<file path="src/rtl/text_line_sequencer_pkg.sv">
// -----------------------------------------------------------------------------
// text_pkg
// Shared types and constants for the text line sequencer:
//   LETTER_W   - width of a letter code (0 = blank)
//   GLYPH_BASE - unscaled glyph cell width in pixels
//   MAX_SCALE  - largest glyph scale exponent honoured
//   letter_t   - letter code type
//   seq_state_t- load/display state of the string buffer
// -----------------------------------------------------------------------------
package text_pkg;

  localparam int LETTER_W   = 5;
  localparam int GLYPH_BASE = 12;
  localparam int MAX_SCALE  = 5;

  typedef logic [LETTER_W-1:0] letter_t;

  typedef enum logic [1:0] {
    EMPTY   = 2'd0,
    LOADING = 2'd1,
    SHOW    = 2'd2
  } seq_state_t;

  // Scale exponents above MAX_SCALE are treated as MAX_SCALE.
  function automatic logic [2:0] clamp_scale(input logic [3:0] s);
    return (s > 4'(MAX_SCALE)) ? 3'(MAX_SCALE) : s[2:0];
  endfunction

  // Cell width in pixels: 12 << scale, 12..384.
  function automatic logic [8:0] cell_width(input logic [2:0] scale);
    return 9'(GLYPH_BASE) << scale;
  endfunction

endpackage

</file>
<file path="src/rtl/text_line_sequencer_char_buf.sv">
// -----------------------------------------------------------------------------
// text_char_buf
// DEPTH x LETTER_W register file holding the string. One synchronous write
// port, one asynchronous read port. Contents are not reset.
// Ports:
//   clk_in      - pixel clock
//   wr_en_in    - write strobe
//   wr_idx_in   - write slot
//   wr_data_in  - letter code to store
//   rd_idx_in   - read slot
//   rd_data_out - letter code at rd_idx_in (combinational)
// -----------------------------------------------------------------------------
module text_char_buf
  import text_pkg::*;
#(
  parameter int DEPTH = 16,
  parameter int IDX_W = 4
) (
  input  logic             clk_in,
  input  logic             wr_en_in,
  input  logic [IDX_W-1:0] wr_idx_in,
  input  letter_t          wr_data_in,
  input  logic [IDX_W-1:0] rd_idx_in,
  output letter_t          rd_data_out
);

  letter_t mem_q [DEPTH];

  always_ff @(posedge clk_in) begin
    if (wr_en_in) begin
      mem_q[wr_idx_in] <= wr_data_in;
    end
  end

  assign rd_data_out = mem_q[rd_idx_in];

endmodule

</file>
<file path="src/rtl/text_line_sequencer.sv">
// -----------------------------------------------------------------------------
// text_line_sequencer
// Holds a one-line string of letter codes and, for every pixel, tells the glyph
// renderer which letter to draw and the origin of its cell. Cell position is
// tracked with a sub-pixel counter and an index counter restarted at X_POS, so
// no divider is needed. All pixel outputs have one cycle of latency and are
// aligned with hcount_out/vcount_out.
//
// Optional build macro: TEXT_TYPEWRITER_EN
//   defined   - characters are revealed one at a time, one every REVEAL_FRAMES
//               frame pulses while in SHOW.
//   undefined - the whole loaded string is visible at once.
//
// Ports:
//   clk_in, rst_in          - pixel clock, asynchronous active-high reset
//   hcount_in, vcount_in    - current pixel position
//   new_frame_in            - frame-start pulse (latches scale, paces reveal)
//   scale_in                - glyph scale exponent (clamped to 5)
//   wr_valid_in/wr_char_in/wr_last_in, wr_ready_out - string write port
//   clear_in                - discard the string
//   letter_out, glyph_x_out, glyph_y_out - letter and cell origin
//   hcount_out, vcount_out  - pixel position delayed to match
//   busy_out                - string is being loaded
// -----------------------------------------------------------------------------
module text_line_sequencer
  import text_pkg::*;
#(
  parameter int MAX_CHARS     = 16,
  parameter int X_POS         = 128,
  parameter int Y_POS         = 128,
  parameter int REVEAL_FRAMES = 4
) (
  input  logic        clk_in,
  input  logic        rst_in,
  input  logic [10:0] hcount_in,
  input  logic [9:0]  vcount_in,
  input  logic        new_frame_in,
  input  logic [3:0]  scale_in,
  input  logic        wr_valid_in,
  input  logic [4:0]  wr_char_in,
  input  logic        wr_last_in,
  output logic        wr_ready_out,
  input  logic        clear_in,
  output logic [4:0]  letter_out,
  output logic [10:0] glyph_x_out,
  output logic [9:0]  glyph_y_out,
  output logic [10:0] hcount_out,
  output logic [9:0]  vcount_out,
  output logic        busy_out
);

  localparam int IDX_W = (MAX_CHARS > 1) ? $clog2(MAX_CHARS) : 1;
  localparam int LEN_W = $clog2(MAX_CHARS + 1);

  if (MAX_CHARS < 1 || REVEAL_FRAMES < 1) begin : g_param_check
    $error("text_line_sequencer: MAX_CHARS and REVEAL_FRAMES must be >= 1");
  end

  // ---------------------------------------------------------------------------
  // Load control
  // ---------------------------------------------------------------------------
  seq_state_t       state_q, state_d;
  logic [IDX_W-1:0] wr_ptr_q, wr_ptr_d;
  logic [LEN_W-1:0] length_q, length_d;
  logic             wr_ready_q, wr_ready_d;
  logic             busy_q, busy_d;
  logic             wr_accept;
  logic             entering_show;

  always_comb begin
    state_d   = state_q;
    wr_ptr_d  = wr_ptr_q;
    length_d  = length_q;
    wr_accept = 1'b0;
    if (clear_in) begin
      // clear wins over a simultaneous write; the write is dropped
      state_d  = EMPTY;
      wr_ptr_d = '0;
      length_d = '0;
    end else if (wr_valid_in && wr_ready_q) begin
      wr_accept = 1'b1;
      wr_ptr_d  = wr_ptr_q + IDX_W'(1);
      length_d  = LEN_W'(wr_ptr_q) + LEN_W'(1);
      if (wr_last_in || (wr_ptr_q == IDX_W'(MAX_CHARS - 1))) begin
        state_d = SHOW;
      end else begin
        state_d = LOADING;
      end
    end
    // ready/busy are registered copies of the next state so they read 0
    // during reset and follow the state from the first clock after it.
    wr_ready_d    = (state_d != SHOW);
    busy_d        = (state_d == LOADING);
    entering_show = (state_d == SHOW) && (state_q != SHOW);
  end

  // ---------------------------------------------------------------------------
  // Character storage
  // ---------------------------------------------------------------------------
  logic [LEN_W-1:0] cur_idx;
  letter_t          rd_letter;

  text_char_buf #(
    .DEPTH (MAX_CHARS),
    .IDX_W (IDX_W)
  ) u_char_buf (
    .clk_in      (clk_in),
    .wr_en_in    (wr_accept),
    .wr_idx_in   (wr_ptr_q),
    .wr_data_in  (wr_char_in),
    .rd_idx_in   (cur_idx[IDX_W-1:0]),
    .rd_data_out (rd_letter)
  );

  // ---------------------------------------------------------------------------
  // Scale, latched once per frame
  // ---------------------------------------------------------------------------
  logic [2:0] scale_q, scale_d;
  logic [8:0] cell_w;

  always_comb begin
    scale_d = new_frame_in ? clamp_scale(scale_in) : scale_q;
    cell_w  = cell_width(scale_q);
  end

  // ---------------------------------------------------------------------------
  // Visible character count
  // ---------------------------------------------------------------------------
  logic [LEN_W-1:0] visible;

`ifdef TEXT_TYPEWRITER_EN
  localparam int FC_W = (REVEAL_FRAMES > 1) ? $clog2(REVEAL_FRAMES) : 1;

  logic [FC_W-1:0]  frame_cnt_q, frame_cnt_d;
  logic [LEN_W-1:0] reveal_q, reveal_d;

  always_comb begin
    frame_cnt_d = frame_cnt_q;
    reveal_d    = reveal_q;
    if (clear_in || entering_show) begin
      frame_cnt_d = '0;
      reveal_d    = '0;
    end else if ((state_q == SHOW) && new_frame_in) begin
      if (frame_cnt_q == FC_W'(REVEAL_FRAMES - 1)) begin
        frame_cnt_d = '0;
        if (reveal_q < length_q) begin
          reveal_d = reveal_q + LEN_W'(1);
        end
      end else begin
        frame_cnt_d = frame_cnt_q + FC_W'(1);
      end
    end
  end

  always_ff @(posedge clk_in or posedge rst_in) begin
    if (rst_in) begin
      frame_cnt_q <= '0;
      reveal_q    <= '0;
    end else begin
      frame_cnt_q <= frame_cnt_d;
      reveal_q    <= reveal_d;
    end
  end

  assign visible = reveal_q;
`else
  assign visible = length_q;
`endif

  // ---------------------------------------------------------------------------
  // Cell tracking
  // ---------------------------------------------------------------------------
  // sub_q/idx_q/gx_q hold the position of the pixel expected on the next
  // cycle; at hcount_in == X_POS they are overridden so every line restarts
  // cleanly regardless of where the previous one ended.
  logic [8:0]       sub_q, sub_d, cur_sub;
  logic [LEN_W-1:0] idx_q, idx_d;
  logic [10:0]      gx_q, gx_d, cur_gx;
  // Visible count captured at the start of the line: a string that appears
  // mid-line waits for the next line that passes X_POS.
  logic [LEN_W-1:0] line_vis_q, line_vis_d, vis_lim;
  logic             at_origin, row_hit, col_hit, pix_hit;

  always_comb begin
    at_origin = (hcount_in == 11'(X_POS));
    if (at_origin) begin
      cur_sub    = '0;
      cur_idx    = '0;
      cur_gx     = 11'(X_POS);
      vis_lim    = visible;
      line_vis_d = visible;
    end else begin
      cur_sub    = sub_q;
      cur_idx    = idx_q;
      cur_gx     = gx_q;
      vis_lim    = (line_vis_q < visible) ? line_vis_q : visible;
      line_vis_d = line_vis_q;
    end
    if (clear_in) begin
      line_vis_d = '0;
    end

    if (cur_sub == (cell_w - 9'd1)) begin
      sub_d = '0;
      // saturate once past the last possible slot
      idx_d = (cur_idx == LEN_W'(MAX_CHARS)) ? cur_idx : cur_idx + LEN_W'(1);
      gx_d  = cur_gx + {2'b00, cell_w};
    end else begin
      sub_d = cur_sub + 9'd1;
      idx_d = cur_idx;
      gx_d  = cur_gx;
    end

    row_hit = ({1'b0, vcount_in} >= 11'(Y_POS)) &&
              ({1'b0, vcount_in} < (11'(Y_POS) + {2'b00, cell_w}));
    col_hit = (hcount_in >= 11'(X_POS));
    pix_hit = row_hit && col_hit && (cur_idx < vis_lim);
  end

  // ---------------------------------------------------------------------------
  // Output stage
  // ---------------------------------------------------------------------------
  logic [4:0]  letter_q, letter_d;
  logic [10:0] glyph_x_q, glyph_x_d;
  logic [9:0]  glyph_y_q, glyph_y_d;
  logic [10:0] hcount_q;
  logic [9:0]  vcount_q;

  always_comb begin
    letter_d  = '0;
    glyph_x_d = '0;
    glyph_y_d = '0;
    if (pix_hit) begin
      letter_d  = rd_letter;
      glyph_x_d = cur_gx;
      glyph_y_d = 10'(Y_POS);
    end
  end

  always_ff @(posedge clk_in or posedge rst_in) begin
    if (rst_in) begin
      state_q    <= EMPTY;
      wr_ptr_q   <= '0;
      length_q   <= '0;
      wr_ready_q <= 1'b0;
      busy_q     <= 1'b0;
      scale_q    <= '0;
      sub_q      <= '0;
      idx_q      <= '0;
      gx_q       <= '0;
      line_vis_q <= '0;
      letter_q   <= '0;
      glyph_x_q  <= '0;
      glyph_y_q  <= '0;
      hcount_q   <= '0;
      vcount_q   <= '0;
    end else begin
      state_q    <= state_d;
      wr_ptr_q   <= wr_ptr_d;
      length_q   <= length_d;
      wr_ready_q <= wr_ready_d;
      busy_q     <= busy_d;
      scale_q    <= scale_d;
      sub_q      <= sub_d;
      idx_q      <= idx_d;
      gx_q       <= gx_d;
      line_vis_q <= line_vis_d;
      letter_q   <= letter_d;
      glyph_x_q  <= glyph_x_d;
      glyph_y_q  <= glyph_y_d;
      hcount_q   <= hcount_in;
      vcount_q   <= vcount_in;
    end
  end

  assign wr_ready_out = wr_ready_q;
  assign busy_out     = busy_q;
  assign letter_out   = letter_q;
  assign glyph_x_out  = glyph_x_q;
  assign glyph_y_out  = glyph_y_q;
  assign hcount_out   = hcount_q;
  assign vcount_out   = vcount_q;

endmodule

</file>
<file path="config.mk">
export PLATFORM = sky130hd
export DESIGN_NAME = text_line_sequencer
export DESIGN_NICKNAME = d
export VERILOG_FILES = /design/src/rtl/text_line_sequencer_pkg.sv /design/src/rtl/text_line_sequencer_char_buf.sv /design/src/rtl/text_line_sequencer.sv
export SDC_FILE = /design/constraint.sdc
export NUM_CORES = 1
export LEC_CHECK = 0
export ABC_AREA = 1
export CAP_MARGIN = 0
export CORE_MARGIN = 2
export CORE_UTILIZATION = 35
export CTS_CLUSTER_SIZE = 14
export DETAILED_ROUTE_END_ITERATION = 10
export SYNTH_ARGS = -nofsm -noshare
export SYNTH_HDL_FRONTEND = slang
export SYNTH_HIERARCHICAL = 1
export SYNTH_SLANG_ARGS = --single-unit
</file>
<file path="constraint.sdc">
create_clock -name clk_in -period 3.4 [get_ports clk_in]
set_input_delay 1.02 -clock clk_in [delete_from_list [all_inputs] [get_ports clk_in]]
set_output_delay 1.02 -clock clk_in [all_outputs]
set_load 0.01 [all_outputs]
</file>
* Word level (Yosys, flattened, before mapping)
Memories as Yosys holds them, arrays and structs flattened. Index checks and enable logic that the tools add are counted.
Word-level totals: register bits 93, latch bits 0, memory bits (writable) 80, bits in read-only memories 0, output and inout port bits 49, memories 1
Memory list:
- u_char_buf.mem_q | depth 16, width 5, read ports 1, clocked after Yosys merged registers in 0, wr ports 1, RTL line text_line_sequencer_char_buf.sv:27 | letter_t mem_q [DEPTH];
Operators by class: $add $sub $neg 7, $mul 0, divide/modulo/power cells 0, magnitude comparators 6, equal/unequal tests 6, shift operators 1, multiplexer cells 26, bitwise gates (word level) 0, reductions and logical operators 7
Operator list (count):
- $mux 5 | 10
- $mux 11 | 3
- $mux 9 | 2
- $add 11x9->11 | 1
- $eq 11x8->1 const B | 1
- $ge 11x8->1 const B | 1
- $add 8x9->10 const A | 1
- $ge 10x8->1 const B | 1
- $lt 10x10->1 | 1
- $lt 5x5->1 | 2
- $add 9x1->9 const B | 1
- $eq 9x9->1 | 1
- $shl 4x3->9 const A | 1
- $sub 9x1->9 const B | 1
- $mux 4 | 2
- $mux 8 | 1
- $mux 2 | 3
- $add 4x1->5 const B | 1
- $add 5x1->5 const B | 1
- $eq 5x5->1 const B | 1
- $add 4x1->4 const B | 1
- $eq 4x4->1 const B | 1
- $gt 4x3->1 const B | 1
- $logic_and 1x1->1 | 4
- other kinds (6) | 10

* Longest topological paths before layout
Gate-level depths: netlist (run 1).
depth after elaboration 7, gate-level depth with buffers 19, mapped depth without buffers 17

* Cells and area by module
Netlist (run 1), hierarchy kept.
By module, submodules not included:
- text_line_sequencer | times used 1, cells each 527, area an instance 4441.8 um^2, seq. area each 2001.9 um^2
- text_char_buf | times used 1, cells each 350, area an instance 3590.9 um^2, seq. area each 2402.3 um^2

* Worst setup path before layout (run 1)
No wires, ideal clock.
path type input-to-reg, start in hcount_in[9], end reg gx_q[10], library setup time 0.117 ns, arrival time 3.051 ns, required time 3.283 ns, setup slack 0.232 ns, cell stages on the path 18, path through nor2_1 -> nand2_1 -> nor2_4 -> nand2_4 -> buf_6 -> clkbuf_1 -> nand2_1 -> inv_1 -> ha_1 -> fa_1 -> nand3_1 -> nand2_1 -> nand3_1 -> nand3b_1 -> a21oi_1 -> nor2_1 -> nand3_1 -> nand2_1
On the way: longest elaborated chain between the ends 4, elaborated cells on any way between the ends 6
Ends and longest elaborated chain:
- start, declared | RTL line text_line_sequencer.sv:35 | input logic [10:0] hcount_in,
- $eq 11x8->1 * | RTL line text_line_sequencer.sv:185 | at_origin = (hcount_in == 11'(X_POS));
- $mux 11 / $mux 9 (equally long branches) | RTL line text_line_sequencer.sv:186 | if (at_origin) begin
- $add 11x9->11 / $eq 9x9->1 (equally long branches) | RTL line text_line_sequencer.sv:207, text_line_sequencer.sv:203
- $mux 11 * | RTL line text_line_sequencer.sv:203 | if (cur_sub == (cell_w - 9'd1)) begin
- net gx_d[10] | RTL line text_line_sequencer.sv:178 | logic [10:0] gx_q, gx_d, cur_gx;
- end signal, assigned | RTL line text_line_sequencer.sv:266 | gx_q <= gx_d;
- end, declared | RTL line text_line_sequencer.sv:178
Mark *: on every way through the listed nets, which the timed path passes. The rest lies on a longest branch. A chain may end at the register's enable or synchronous reset.

* Worst setup path after layout (run 1)
start in hcount_in[7], end reg letter_q[3], in the netlist letter_out[3]
On the way: longest elaborated chain between the ends 5, elaborated cells on any way between the ends 9
Ends and longest elaborated chain:
- $eq 11x8->1 | RTL line text_line_sequencer.sv:185
- $mux 5 | RTL line text_line_sequencer.sv:186
- $lt 5x5->1 | RTL line text_line_sequencer.sv:217 | pix_hit = row_hit && col_hit && (cur_idx < vis_lim);
- $logic_and 1x1->1 | RTL line text_line_sequencer.sv:217
- $mux 5 * | RTL line text_line_sequencer.sv:233 | if (pix_hit) begin
- net letter_d[3] | RTL line text_line_sequencer.sv:223 | logic [4:0] letter_q, letter_d;
- end signal, assigned | RTL line text_line_sequencer.sv:268 | letter_q <= letter_d;
- end, declared | RTL line text_line_sequencer.sv:223
Marked as above.

==> results.md, run 1 <==
- Global Route Usage Sum: 15.75%
- Pre-antenna DRT Iters: 5
- Inserted Diodes: 0
- Top-area cell type share of the netlist area: 29.91%
- Fin util: 43.90%
- Ys Warns: 6
- Die ar.: 24180 µm²
- Vias in the first global route: 5844
- Syn Area/Cell: 9.159 µm²
- Synth unique cells: 45
- H-tree depth: 4
- Register area share after synthesis: 54.83%
- Total of max-cap violations: 0
- Post-DP HPWL: 12.90 mm
- Slew HR: 48.63%
- Critical path data arrival time: 3.36 ns
- DR WL/cell: 13.80 µm
- DRC Markers: 0
- Setup bufs post-CTS: 0
- #FFs+latches synth: 160
- Chip Height: 155.5 µm
- Starting DRT DRC Count: 298
- Vias/cell: 4.547
- Post-synth ARST share: 50.00%
- Commonest cells post-synth: 225 x nand2_1, 102 x inv_1, 84 x nor2_1, 81 x nand3_1
- Top-count cell post-synth: nand2_1
- Max frequency: 331.4 MHz
- CTS Buf Count: 17
- Max-slew violations: 0
- Largest net degree at the start of global routing: 37
- Final nets: 1064
- I/O Pins: 85
- Total core area: 22570 µm²
- EDFF count, synth: 80
- Final setup viols: 0
- Clock tree from TritonCTS: yes
- HP Class: register to register
- Cell Pwr Density: 592.7 nW/µm²
- Area leader, netlist: edfxtp_1
- Root Driver: clkbuf_16
- Die X: 155.5 µm
- CP Class: primary input to register
- Share of cells above drive strength 1: 16.34%
- Final count of hold timing violations: 0
- Maximum vdd drop: 0.3267 mV
- Dpl cell area: 9310 µm²
- Initial Util: 35.59%
- Port Buffers: 75
- Final period util: 88.75%
- CP Data Required Time: 3.74 ns
- CTS-repair resized insts: 0
- Reg power frac: 38.2%
- Grt ovf: 0
- CP max FO: 13
- Switching Fraction: 32.70%
- Switching Power: 0.001920 W
- Syn-to-layout area delta: 23.35%
- Clock transition at the registers of the reported paths: 0.06 ns
- Leak: 4.698 nW
- GP Congestion: 0.8671
- Sink Count: 160
- Clock power share: 32.8%
- Worst-Skew Late Latency: 0.43 ns
- Final Skew: 0.01234 ns
- P_int: 0.003952 W
- First-pass GRT wire length: 29.61 mm
- Post-Layout Inst Area: 9908 µm²
- Post-Synthesis Cells: 877
- Hold_buf cts: 0
- WL final: 17.87 mm
- Initial antenna violation count: 0
- Routed Antenna Nets: 0
- Clock tree buffer depth: 2
- Via Count: 5888
- RSZ-0062 raised after global routing: false
- Worst-margin pin slew: 0.7682 ns
- Core Rows: 55
- Main synth FF type: edfxtp_1
- Minimum clock period: 3.018 ns
- Critical Path Sink Type: register
- Ranking of synthesized cells by area: edfxtp_1 30%, dfrtp_1 25%, nand2_1 11%
- Cell Area, Synth: 8033 µm²
- Startpoint Class: primary input
- Outcome: complete, no violations
- Comb power frac: 29.0%
[placed cells by master, fill, tap and decap left out, drive strengths merged, types with 3 or more instances in the layout]
cell type,count
a21o,3
a21oi,18
buf,49
clkbuf,20
clkdlybuf4s50,75
clkinv,6
conb,9
dfrtp,80
edfxtp,80
ha,30
inv,143
nand2,249
nand3,89
nand3b,5
nand4,5
nor2,93
nor3,10
o21ai,18
xnor2,5
xor2,6
[cells by family after synthesis]
logic type | after synthesis | share of synthesized area, %
simple gates | 455 | 25.79
buf+inv | 172 | 9.969
flops | 160 | 54.83
compound gates | 47 | 3.240
fa+ha+maj | 31 | 4.922
xor+xnor | 11 | 1.199
other cells | 1 | 0.04668
[metrics by stage]
step                TNS, ns  setup WS, ns  hold slack [ns]  cells  total power [W]
floorplan                 0        0.2321           0.4313    885         0.003454
global placement          0       0.01142           0.4507   1263         0.003975
detailed placement  -0.4921      -0.06311           0.4498   1263         0.003991
CTS                       0        0.3876           0.4660   1295         0.005955
global route              0        0.1355           0.5041   1295         0.006262
finish                    0        0.3824           0.4612   1295         0.005873
[state kept, by name (all words and copies together) (netlist names), 2 cells and up]
signal            count
u_char_buf/mem_q     80
glyph_x_out          11
gx_q                 11
hcount_out           11
vcount_out           10
sub_q                 9
idx_q                 5
letter_out            5
line_vis_q            5
scale_q               3
wr_ptr_q              3
length_q              2
state_q               2
[final timing paths]
path | depth (start not counted) | end | from | slack (ns)
max in group asynchronous | 3 | gx_q[4] | rst_in | 1.77
setup reg to reg | 15 | letter_out[3] | scale_q[1] | 0.55
hold reg to reg | 2 | gx_q[0] | gx_q[0] | 0.46
min in group asynchronous | 2 | vcount_out[0] | rst_in | 1.00
setup / recovery | 13 | letter_out[3] | hcount_in[7] | 0.38
hold / removal | 2 | gx_q[0] | gx_q[0] | 0.46
[metal layers]
metal	vias to the layer above	track usage, %	wire length, µm
met1	2701	20.43	8226
met4	0	5.024	234
met5	-	0	0
met2	162	25.01	8134
met3	19	5.181	1269
li1	3006	-	-
[worst max-delay path: stages]
cell             delay (ns)
clkdlybuf4s50_1        0.51
nand2_1                0.06
nor3_1                 0.17
nand4_1                0.15
nand2_1                0.24
nand2_1                0.07
o21ai_0                0.09
ha_1                   0.27
a21oi_1                0.15
o21a_1                 0.14
nand3_2                0.15
buf_12                 0.20
nor2_1                 0.11
[cell type report]
type | count | area (µm²)
inverters | 141 | 535.5
fillers | 2198 | 12660
flip-flops and latches | 160 | 4404
clock inverters | 12 | 151.4
repair buffers | 124 | 1156
multi-input cells | 553 | 2858
clock buffers | 20 | 446.7
well taps | 285 | 356.6
[power groups by stage]
| stage | combinational (W) | clock, W | sequential [W] |
|---|---|---|---|
| 6_report | 0.00170 | 0.00193 | 0.00224 |
| 3_3_place_gp | 0.00170 | 0 | 0.00228 |
| 4_1_cts | 0.00172 | 0.00199 | 0.00224 |
| 3_5_place_dp | 0.00171 | 0 | 0.00228 |
| 5_1_grt | 0.00194 | 0.00206 | 0.00226 |
| 2_1_floorplan | 0.00117 | 0 | 0.00228 |
Note: power is estimated with default switching activity, not from simulation.
==> inputs of run 2 (changes only) <==
--- a/config.mk
+++ b/config.mk
@@ -6,7 +6,7 @@
 export NUM_CORES = 1
 export LEC_CHECK = 0
 export ABC_AREA = 1
-export CAP_MARGIN = 0
+export CAP_MARGIN = 20
 export CORE_MARGIN = 2
 export CORE_UTILIZATION = 35
 export CTS_CLUSTER_SIZE = 14
==> constraint.sdc (replaced) <==
create_clock -name clk_in -period 3.26 [get_ports clk_in]
set_input_delay 0.978 -clock clk_in [delete_from_list [all_inputs] [get_ports clk_in]]
set_output_delay 0.978 -clock clk_in [all_outputs]
set_load 0.01 [all_outputs]
==> results.md, run 2 (synthesis gave the netlist of run 1 again) <==
- Outcome: complete, no violations
- DRC Markers: 0
- H-tree depth: 4
- Starting DRT DRC Count: 322
- Switching Power: 0.002011 W
- Minimum clock period: 3.033 ns
- Maximum vdd drop: 0.3276 mV
- Total of max-cap violations: 0
- Sink Count: 160
- Max frequency: 329.7 MHz
- Leak: 4.797 nW
- HP Class: register to register
- Fill cells: 2227
- Final Skew: 0.008770 ns
- Largest net degree at the start of global routing: 81
- Final nets: 1079
- Die ar.: 24180 µm²
- Slew HR: 50.51%
- CTS-repair resized insts: 0
- Root Driver: clkbuf_16
- Critical path data arrival time: 3.39 ns
- Most frequent cells in the layout: 225 x nand2_1, 101 x inv_1, 84 x nor2_1, 81 x nand3_1
- Grt ovf: 0
- Final period util: 93.04%
- Post-DP HPWL: 12.74 mm
- CP Data Required Time: 3.62 ns
- Via Count: 5908
- Initial Util: 35.59%
- Global Route Usage Sum: 15.60%
- Commonest non-fill, non-tap cell in the layout: nand2_1
- CTS Buf Count: 17
- Cell Pwr Density: 620.5 nW/µm²
- CP Class: primary input to register
- Clock tree buffer depth: 2
- Syn-to-layout area delta: 25.33%
- Vias in the first global route: 5708
- I/O Pins: 85
- Clock transition at the registers of the reported paths: 0.07 ns
- Worst-Skew Late Latency: 0.42 ns
- P_int: 0.004236 W
- First-pass GRT wire length: 29.45 mm
- Core Rows: 55
- Setup bufs post-CTS: 0
- Total core area: 22570 µm²
- Hold_buf cts: 0
- CP max FO: 6
- Die X: 155.5 µm
- DR WL/cell: 13.67 µm
- Max reg flops: 80
- Max-slew violations: 0
- Critical Path Sink Type: register
- Port Buffers: 75
- Initial antenna violation count: 0
- Inserted Diodes: 0
- GP Congestion: 0.8237
- Final count of hold timing violations: 0
- WL final: 17.91 mm
- Share of cells above drive strength 1: 17.37%
- Reg power frac: 37.4%
- Final Power: 0.006247 W
- Routed Antenna Nets: 0
- Vias/cell: 4.510
- Startpoint Class: primary input
- WHS: 0.4627 ns
- Comb power frac: 29.7%
- Top reg by flops: u_char_buf/mem_q
- RSZ-0062 raised after global routing: false
- Worst-margin pin slew: 0.7401 ns
- Chip Height: 155.5 µm
- Final setup viols: 0
- Pre-antenna DRT Iters: 4
- Clock tree from TritonCTS: yes
- Switching Fraction: 32.19%
- Clock power share: 32.8%
run 2: power groups by stage:
stage          registers [W]  clock network (W)  logic [W]
4_1_cts              0.00234            0.00210    0.00188
2_1_floorplan        0.00238                  0    0.00122
3_5_place_dp         0.00238                  0    0.00187
5_1_grt              0.00235            0.00218    0.00210
3_3_place_gp         0.00237                  0    0.00185
6_report             0.00234            0.00205    0.00186
run 2: area by class of cell:
| class | instances | area [µm²] | area share, % |
|---|---|---|---|
| Tap cell | 285 | 356.6 | 3.542 |
| Timing Repair Buffer | 139 | 1306 | 12.98 |
| Sequential cell | 160 | 4404 | 43.75 |
| Clock buffer | 17 | 425.4 | 4.226 |
| Multi-Input combinational cell | 553 | 2858 | 28.39 |
| Inverter | 141 | 535.5 | 5.319 |
| Clock inverter | 15 | 181.4 | 1.802 |
run 2: worst max-delay path, stage by stage:
cell	delay (ns)
clkdlybuf4s50_1	0.42
nor2_1	0.11
nand2_1	0.11
nor2_4	0.14
nand2_4	0.09
buf_4	0.16
nand2_1	0.07
inv_1	0.05
ha_1	0.33
a21oi_1	0.17
nand2_1	0.12
a21oi_1	0.14
nor2_1	0.05
nor2_1	0.15
xnor2_1	0.15
nand2_1	0.08
nand2_1	0.07
run 2: through the flow:
| stage | utilization [%] | setup WS [ns] | area [µm²] | instances | setup TNS, ns |
|---|---|---|---|---|---|
| after global routing | 44.60 | 0.04752 | 10070 | 1310 | 0 |
| final | 44.60 | 0.2268 | 10070 | 1310 | 0 |
| after floorplan | - | 0.1341 | 8063 | 885 | 0 |
| after global placement | 41.91 | -0.09833 | 9460 | 1278 | -1.205 |
| after CTS | 44.60 | 0.2094 | 10070 | 1310 | 0 |
| after detailed placement | 41.91 | -0.1419 | 9460 | 1278 | -1.880 |
run 2: per-layer routing:
metal / up-vias / global-route usage, % / routed length, µm
met1: 2715 / 20.67 / 8329
met2: 137 / 24.59 / 8189
met3: 18 / 4.652 / 1135
met5: - / 0 / 0
li1: 3038 / - / -
met4: 0 / 5.068 / 251
run 2: worst paths after layout:
kind | from | end | slack, ns | depth (start not counted)
max in group asynchronous | rst_in | glyph_x_out[0] | 1.94 | 3
min in group asynchronous | rst_in | vcount_out[1] | 0.95 | 3
worst max-delay path | hcount_in[9] | gx_q[7] | 0.23 | 17
worst max register to register | scale_q[1] | letter_out[2] | 0.45 | 15
worst min-delay path | gx_q[1] | gx_q[1] | 0.46 | 2
worst min register to register | gx_q[1] | gx_q[1] | 0.46 | 2
==> inputs of run 3 (changes only) <==
--- a/config.mk
+++ b/config.mk
@@ -11,6 +11,7 @@
 export CORE_UTILIZATION = 35
 export CTS_CLUSTER_SIZE = 14
 export DETAILED_ROUTE_END_ITERATION = 10
+export SETUP_SLACK_MARGIN = 0.02
 export SYNTH_ARGS = -nofsm -noshare
 export SYNTH_HDL_FRONTEND = slang
 export SYNTH_HIERARCHICAL = 1
==> constraint.sdc (replaced) <==
create_clock -name clk_in -period 3.26 [get_ports clk_in]
set_input_delay 0.978 -clock clk_in [delete_from_list [all_inputs] [get_ports clk_in]]
set_output_delay 0.978 -clock clk_in [all_outputs]
set_load 0.1 [all_outputs]
==> results.md, run 3 (synthesis gave the netlist of run 1 again) <==
- Root Driver: clkbuf_16
- HP Class: register to register
- DR WL/cell: 13.82 µm
- Max reg flops: 80
- Commonest non-fill, non-tap cell in the layout: nand2_1
- H-tree depth: 4
- Worst-Skew Late Latency: 0.43 ns
- Vias in the first global route: 5959
- Port Buffers: 75
- Hold Path Sink: gx_q[1]
- Leak: 4.834 nW
- Total of max-cap violations: 0
- Clock tree from TritonCTS: yes
- Core Rows: 55
- Outcome: complete, no violations
- I/O Pins: 85
- Via Count: 5963
- Hold_buf cts: 0
- Grt met1 use: 21.56%
- Cell Pwr Density: 645.8 nW/µm²
- WL final: 18.10 mm
- Startpoint Class: primary input
- Grt ovf: 0
- Pre-antenna DRT Iters: 5
- Worst slack, placed: -0.1660 ns
- Inserted Diodes: 0
- Max-slew violations: 0
- Worst-margin pin slew: 0.7821 ns
- Critical Path Sink Type: register
- Minimum clock period: 2.986 ns
- Setup bufs post-CTS: 0
- Worst R2R Path Depth: 13
- Reg-to-reg slack, setup: 0.40 ns
- Most frequent cells in the layout: 225 x nand2_1, 101 x inv_1, 98 x buf_4, 84 x nor2_1, 81 x nand3_1
- Sink Count: 160
- CP Class: primary input to register
- Final Skew: 0.01921 ns
- Final period util: 91.59%
- Chip Height: 155.5 µm
- Die X: 155.5 µm
- Hold path cells: 2
- Share of cells above drive strength 1: 21.56%
- Register area: 4404 µm²
- Slew HR: 47.70%
- Clock transition at the registers of the reported paths: 0.06 ns
- GR Util met3: 4.206%
- RSZ-0062 raised after global routing: false
- GP Congestion: 0.8286
- Top Usage Layer GRT: met2
- RR Endpoint: letter_out[3]
- Grt met2 use: 25.54%
- Largest net degree at the start of global routing: 57
- Origin of the critical flop-to-flop path: wr_ptr_q[2]
- Final nets: 1079
- Starting DRT DRC Count: 322
- Area of the multi-input gates: 2858 µm²
- Routed Antenna Nets: 0
- First-pass GRT wire length: 30.26 mm
- Vias/cell: 4.552
- Critical path data arrival time: 3.33 ns
- Maximum vdd drop: 0.3621 mV
- CP Data Required Time: 3.60 ns
- CTS Buf Count: 17
- Final setup viols: 0
- Min-Delay Startpoint: gx_q[1]
- DRC Markers: 0
- Max frequency: 334.9 MHz
- Crit path from: hcount_in[7]
- Initial Util: 35.59%
- Die ar.: 24180 µm²
- CTS-repair resized insts: 0
- Post-DP HPWL: 13.01 mm
- Top reg by flops: u_char_buf/mem_q
- Syn-to-layout area delta: 23.74%
- Setup TNS Final: 0 ns
- Final count of hold timing violations: 0
- Initial antenna violation count: 0
- Total core area: 22570 µm²
- Global Route Usage Sum: 16.03%
- CP max FO: 13
- Final Worst Setup Slack: 0.2742 ns
- Fill cells: 2250
- Clock tree buffer depth: 2
==> run 3: critical path, cell delays in order <==
cell and delay (ns):
clkdlybuf4s50_1 0.50, nand2_1 0.06, nor3_1 0.19, nand4_1 0.17
nand2_1 0.24, nand2_1 0.07, o21ai_0 0.10, ha_1 0.28
a21oi_1 0.15, o21a_1 0.15, nand3_2 0.14, buf_12 0.20
nor2_1 0.09
==> run 3: metrics by stage <==
step | total power [W] | hold slack, ns | instance area [µm²] | util, % | std cells
4_1_cts | 0.006507 | 0.4694 | 9940 | 44.04 | 1310
3_3_place_gp | 0.004494 | 0.4473 | 9360 | 41.47 | 1278
2_1_floorplan | 0.003893 | 0.4313 | 8063 | - | 885
5_1_grt | 0.006834 | 0.4998 | 9940 | 44.04 | 1310
3_5_place_dp | 0.004517 | 0.4518 | 9360 | 41.47 | 1278
6_report | 0.006419 | 0.4679 | 9940 | 44.04 | 1310
==> run 3: how the worst max path moves through the flow <==
stage / depth (start not counted) / end / slack (ns)
2_1_floorplan: 18 / gx_q[10] / 0.13
3_3_place_gp: 17 / gx_q[10] / -0.09
3_5_place_dp: 13 / glyph_x_out[6] / -0.17
4_1_cts: 13 / glyph_x_out[6] / 0.30
5_1_grt: 13 / glyph_x_out[4] / 0.07
6_report: 13 / letter_out[3] / 0.27
==> run 3: where the power goes <==
group	internal (W)	leakage [nW]	total, W	switching (W)
Sequential	0.00225	1.74	0.00234	0.0000922
Combinational	0.000750	2.82	0.00212	0.00137
Clock	0.00108	0.278	0.00196	0.000877
Total	0.00408	4.83	0.00642	0.00234
==> run 3: final cells by class <==
type / instances / area share, %
clock inverter: 14 / 1.511
tap: 285 / 3.588
timing repair buffer: 139 / 12.13
clock buffer: 18 / 4.318
multi-input combinational: 553 / 28.75
inverter: 141 / 5.388
sequential: 160 / 44.31
==> run 3: routing by layer <==
metal | routed length (µm) | vias to the layer above
li1 | - | 3041
met1 | 8671 | 2760
met2 | 8151 | 147
met3 | 1032 | 15
met4 | 242 | 0
met5 | 0 | -
